[src/rtl/ucode_seq.sv]
// Microcode sequencer: owns the micro-PC, decodes the ROM branch field into the
// next address, and drives squash/hold controls for the microcode field register.
module ucode_seq #(
  parameter int ADDR_W   = 9,
  parameter int RS_DEPTH = 2
) (
  input  logic              clk,
  input  logic              reset_l,
  input  logic              ucode_start,
  input  logic [ADDR_W-1:0] ucode_entry,
  input  logic [11:0]       rom_br,
  input  logic              u_zero,
  input  logic              mem_ack,
  input  logic              ie_stall,
  input  logic              ucode_abort,
  output logic [ADDR_W-1:0] rom_addr,
  output logic              ucode_busy,
  output logic              ucode_done,
  output logic              sel_fxx_default,
  output logic              ie_stall_ucode,
  output logic              rs_err
);

  localparam int SP_W  = $clog2(RS_DEPTH + 1);
  localparam int IDX_W = (RS_DEPTH > 1) ? $clog2(RS_DEPTH) : 1;

  typedef enum logic [1:0] {
    S_IDLE = 2'd0,
    S_RUN  = 2'd1,
    S_WAIT = 2'd2
  } state_t;

  typedef enum logic [2:0] {
    BR_SEQ  = 3'b000,
    BR_JMP  = 3'b001,
    BR_BZ   = 3'b010,
    BR_BNZ  = 3'b011,
    BR_CALL = 3'b100,
    BR_RET  = 3'b101,
    BR_DONE = 3'b110,
    BR_WAIT = 3'b111
  } br_op_t;

  state_t            state, state_d;
  logic [ADDR_W-1:0] upc, upc_d, upc_inc, target, stack_top;
  logic [SP_W-1:0]   sp;
  logic [ADDR_W-1:0] stack [RS_DEPTH];
  logic              push, pop, stack_clr, err_set, done_d;
  logic              stack_full, stack_empty;
  br_op_t            br_op;

  assign upc_inc     = upc + ADDR_W'(1);
  assign target      = rom_br[ADDR_W-1:0];
  assign br_op       = br_op_t'(rom_br[11:9]);
  assign stack_full  = (sp == SP_W'(RS_DEPTH));
  assign stack_empty = (sp == '0);
  assign stack_top   = stack[IDX_W'(sp - SP_W'(1))];

  // NOTE: every always_comb output gets a default first so no path leaves it
  // unassigned, which would otherwise infer a latch.
  always_comb begin
    state_d   = state;
    upc_d     = upc;
    push      = 1'b0;
    pop       = 1'b0;
    stack_clr = 1'b0;
    err_set   = 1'b0;
    done_d    = 1'b0;

    if (ucode_abort) begin
      state_d   = S_IDLE;
      stack_clr = 1'b1;
    end else begin
      unique case (state)
        S_IDLE: begin
          if (ucode_start) begin
            upc_d   = ucode_entry;
            state_d = S_RUN;
          end
        end
        S_RUN: begin
          // A stalled cycle freezes everything, so nothing is decoded here.
          if (!ie_stall) begin
            unique case (br_op)
              BR_SEQ:  upc_d = upc_inc;
              BR_JMP:  upc_d = target;
              BR_BZ:   upc_d = u_zero ? target : upc_inc;
              BR_BNZ:  upc_d = u_zero ? upc_inc : target;
              BR_CALL: begin
                upc_d = target;
                if (stack_full) err_set = 1'b1;
                else            push    = 1'b1;
              end
              BR_RET: begin
                if (stack_empty) begin
                  err_set = 1'b1;
                  upc_d   = upc_inc;
                end else begin
                  pop   = 1'b1;
                  upc_d = stack_top;
                end
              end
              BR_DONE: begin
                done_d    = 1'b1;
                stack_clr = 1'b1;
                state_d   = S_IDLE;
              end
              BR_WAIT: state_d = S_WAIT;
              default: upc_d = upc_inc;
            endcase
          end
        end
        S_WAIT: begin
          if (!ie_stall && mem_ack) begin
            upc_d   = upc_inc;
            state_d = S_RUN;
          end
        end
        default: state_d = S_IDLE;
      endcase
    end
  end

  // NOTE: sequential state uses non-blocking assignments so every register
  // samples pre-edge values regardless of statement order.
  always_ff @(posedge clk or negedge reset_l) begin
    if (!reset_l) begin
      state      <= S_IDLE;
      upc        <= '0;
      sp         <= '0;
      rs_err     <= 1'b0;
      ucode_done <= 1'b0;
    end else begin
      state      <= state_d;
      upc        <= upc_d;
      ucode_done <= done_d;
      rs_err     <= rs_err | err_set;
      if (stack_clr)  sp <= '0;
      else if (push)  sp <= sp + SP_W'(1);
      else if (pop)   sp <= sp - SP_W'(1);
    end
  end

  // NOTE: the stack storage is not reset; the pointer alone defines which
  // entries are valid, so the array stays a plain register file.
  always_ff @(posedge clk) begin
    if (push) stack[IDX_W'(sp)] <= upc_inc;
  end

  assign rom_addr        = upc;
  assign ucode_busy      = (state != S_IDLE);
  // Abort squashes the fields in the same cycle it is raised.
  assign sel_fxx_default = (state == S_IDLE) || ucode_abort;
  assign ie_stall_ucode  = (state == S_WAIT) || ((state != S_IDLE) && ie_stall);

endmodule

[config.mk]
export PLATFORM = sky130hd
export DESIGN_NAME = ucode_seq
export DESIGN_NICKNAME = d
export VERILOG_FILES = /design/src/rtl/ucode_seq.sv
export SDC_FILE = /design/constraint.sdc
export NUM_CORES = 1
export LEC_CHECK = 0
export ABC_CLOCK_PERIOD_IN_PS = 2400
export CAP_MARGIN = 0
export CORE_MARGIN = 4
export CORE_UTILIZATION = 46
export DETAILED_ROUTE_END_ITERATION = 10
export PLACE_DENSITY = 0.77
export SKIP_LAST_GASP = 1
export SLEW_MARGIN = 20
export SYNTH_ARGS = -nofsm -noshare
export SYNTH_HDL_FRONTEND = slang
export SYNTH_SLANG_ARGS = --single-unit
export TNS_END_PERCENT = 50
[constraint.sdc]
create_clock -name clk -period 2.4 [get_ports clk]
set_clock_uncertainty 0.05 [all_clocks]
set_input_delay 0.36 -clock clk [delete_from_list [all_inputs] [get_ports clk]]
set_output_delay 0.36 -clock clk [all_outputs]
set_load 0.1 [all_outputs]
==> results.cfg <==
[power_and_ir_drop]
power.static_leakage_nw = 0.971
power.ir.vdd_worst_mv = 0.983
power.density_mw_per_mm2 = 1130

[routing]
drc_markers = 0
postRouteAntennaNets = 0
routed_wirelength_um = 4570
initialDrtViolationCount = 112
detail_route.wl_per_cell_um = 15.8
count_of_vias_placed_by_the_detailed_router = 1615
first_pass_iters = 4
vias_per_cell = 5.59

[global_routing]
globalRouteTotalUtil = 0.187
grt_max_degree = 16
antenna_found_initial = 0
grt_pass1_vias = 1557
global_route.overflow_total = 0
grt_first_pass_wirelength_um = 7470

[sta]
period_share = 0.948
setup_violating_endpoint_count_in_the_final_report = 0
rsz0062_at_grt = false
min_period_ns = 2.27
maxSlewHeadroom = 0.525
final-max-slew-violation-count = 0
hold_viol_final = 0
worstMarginPinSlew_ns = 0.711
setup_total_negative_slack_ns = 0
max_freq_ghz = 0.440

[cts]
tritoncts.num_buffers = 5
ctsHoldBuffers = 0
clock_tree_from_tritoncts = done
clock_tree.buffer_depth = 2
clkSlewWorstSetupHoldPaths_ns = 0.07
clock_sink_count = 33
post_cts.repair.setup_buffers = 0
clk_root_buffer_cell = sky130_fd_sc_hd__clkbuf_8
ctsResizeCount = 0
htree_levels = 2
clock_insertion_delay_worst_skew_ns = 0.29

[die]
die_area_sq_mm = 0.00535
io_pins = 42
num_rows = 23
initial_utilization = 0.481
die_width_um = 73.2
floorplan.core_area_sq_mm = 0.00406
floorplan.die.height_um = 73.2

[finish]
final-instance-count-excl-fill = 289
n_antenna_cell = 0
fillerInstances = 319
post_route_cells_drive_above_1_share = 0.180
nNetsFinal = 273
multiInputGateArea_sq_um = 941
final-seq-area_sq_um = 916
final_cell_mix = sky130_fd_sc_hd__clkdlybuf4s50_1 (27), sky130_fd_sc_hd__buf_4 (25), sky130_fd_sc_hd__edfxtp_1 (18)
layout.cells.most_common = sky130_fd_sc_hd__clkdlybuf4s50_1
flow.area_growth_from_synthesis_pct = 30.3

[place]
place.detailed.instances = 281
port_buffers = 41
gp_congestion = 0.842
place.detailed.hpwl_um = 3610

[synthesis]
yosysWarnings = 0
async_reset_ff_frac = 0.455
mappedNetlistNets = 222
synthDistinctLibCells = 47
syn_inst = 187
post_synthesis_instance_area_sq_mm = 0.00195
postSynthAreaPerCell_sq_um = 10.4
number_of_synthesized_flops_with_an_enable_pin = 18
yosys_register_bits = 33
synth_flop_cell = sky130_fd_sc_hd__edfxtp_1
synth-seq-area-share = 0.469

[critical_path]
cp_max_fo = 9
crit_path_start_kind = flip-flop
crit_type = flip-flop to flip-flop
worstPathArrival_ns = 2.22
crit_path_end_kind = flip-flop
worst_path_required_ns = 2.34

[worst_hold_path]
worstHoldPathType = input port to async pin

[run]
drv.max_cap_violation_count = 0

[run_status]
outcome = completed
[layout make-up]
| type | instances | area share |
|---|---|---|
| sequential | 33 | 0.360 |
| multi-input combinational | 133 | 0.370 |
| timing repair buffer | 54 | 0.196 |
| clock inverter | 3 | 0.00688 |
| clock buffer | 5 | 0.0270 |
| inverter | 11 | 0.0162 |
| tap | 50 | 0.0246 |
[flip-flops by register name (all words and copies together), names as in the netlist]
register,flops
state,2
stack,18
ucode_done,1
rs_err,1
rom_addr,9
sp,2
[cell usage after synthesis, types with 2 or more instances]
| library cell | n | area [sq um] |
|---|---|---|
| sky130_fd_sc_hd__edfxtp_1 | 18 | 541 |
| sky130_fd_sc_hd__nand2_1 | 16 | 60.1 |
| sky130_fd_sc_hd__dfrtp_1 | 15 | 375 |
| sky130_fd_sc_hd__inv_1 | 11 | 41.3 |
| sky130_fd_sc_hd__o21ai_0 | 11 | 55.1 |
| sky130_fd_sc_hd__mux2i_1 | 10 | 100 |
| sky130_fd_sc_hd__nor2_1 | 9 | 33.8 |
| sky130_fd_sc_hd__ha_1 | 7 | 87.6 |
| sky130_fd_sc_hd__nand3_1 | 7 | 35.0 |
| sky130_fd_sc_hd__xnor2_1 | 7 | 61.3 |
| sky130_fd_sc_hd__o2bb2ai_1 | 6 | 52.6 |
| sky130_fd_sc_hd__a221oi_1 | 5 | 43.8 |
| sky130_fd_sc_hd__a31oi_1 | 5 | 31.3 |
| sky130_fd_sc_hd__buf_2 | 5 | 25.0 |
| sky130_fd_sc_hd__nand2b_1 | 4 | 25.0 |
| sky130_fd_sc_hd__a41oi_1 | 3 | 26.3 |
| sky130_fd_sc_hd__clkbuf_1 | 3 | 11.3 |
| sky130_fd_sc_hd__nand4_1 | 3 | 18.8 |
| sky130_fd_sc_hd__nor3b_1 | 3 | 22.5 |
| sky130_fd_sc_hd__o21ai_1 | 3 | 15.0 |
| sky130_fd_sc_hd__o22ai_1 | 3 | 18.8 |
| sky130_fd_sc_hd__or3_1 | 3 | 18.8 |
| sky130_fd_sc_hd__a21oi_1 | 2 | 10.0 |
| sky130_fd_sc_hd__and2_1 | 2 | 12.5 |
| sky130_fd_sc_hd__nor2b_1 | 2 | 12.5 |
| sky130_fd_sc_hd__or2_2 | 2 | 12.5 |
| sky130_fd_sc_hd__xor2_1 | 2 | 17.5 |
[power by group]
group          leakage (nW)  total (mW)  switching, mW  internal (mW)
logic                 0.575        1.60           1.16          0.441
clock network        0.0439       0.407          0.208          0.200
registers             0.351       0.884          0.133          0.750
total                 0.971        2.89           1.50           1.39
[cells by family (layout without fill, tap and decap cells)]
family,after synthesis,in the layout,share of synthesized area
muxes,11,11,0.0570
DFF,33,33,0.469
and+or+nand+nor,58,58,0.160
xor gates and xnor gates,10,10,0.0487
AOI/OAI and AO/OA,47,47,0.172
adders and majority gates,7,7,0.0448
buffers and inverters,21,73,0.0493
[worst paths after layout]
path | start | end | slack [ns] | depth (start not counted)
min in group clk | rs_err | rs_err | 0.45 | 1
hold / removal | reset_l | state[0] | 0.44 | 1
max in group asynchronous | reset_l | sp[0] | 1.40 | 1
setup / recovery | state[1] | stack[0][1] | 0.13 | 7
setup reg to reg | state[1] | stack[0][1] | 0.13 | 7
hold reg to reg | rs_err | rs_err | 0.45 | 1
[through the flow]
| stage | area, sq um | setup WS (ns) | hold WS, ns | total power [mW] | util |
|---|---|---|---|---|---|
| 2_1_floorplan | 1950 | 0.0361 | 0.0144 | 2.05 | - |
| 3_3_place_gp | 2460 | 0.0544 | 0.426 | 2.46 | 0.606 |
| 3_5_place_dp | 2460 | 0.0385 | 0.422 | 2.48 | 0.606 |
| 4_1_cts | 2540 | 0.124 | 0.445 | 2.89 | 0.627 |
| 5_1_grt | 2540 | 0.0199 | 0.487 | 3.02 | 0.627 |
| 6_report | 2540 | 0.125 | 0.444 | 2.89 | 0.627 |
[critical path, stage by stage, from the launching register on]
cell and delay [ns]:
sky130_fd_sc_hd__dfrtp_1 0.40, sky130_fd_sc_hd__inv_1 0.13, sky130_fd_sc_hd__ha_1 0.21, sky130_fd_sc_hd__nand2_2 0.07, sky130_fd_sc_hd__or4_4 0.43, sky130_fd_sc_hd__or3_4 0.37, sky130_fd_sc_hd__nor2_1 0.12, sky130_fd_sc_hd__buf_4 0.19
[metal layers]
metal / vias to the layer above / global-route usage / wire length, um
met1: 760 / 0.262 / 2100
li1: 797 / - / -
met4: 0 / 0.0594 / 46
met2: 52 / 0.273 / 2080
met5: - / 0 / 0
met3: 6 / 0.0592 / 329
No activity file was read; power rests on OpenSTA's default activity.
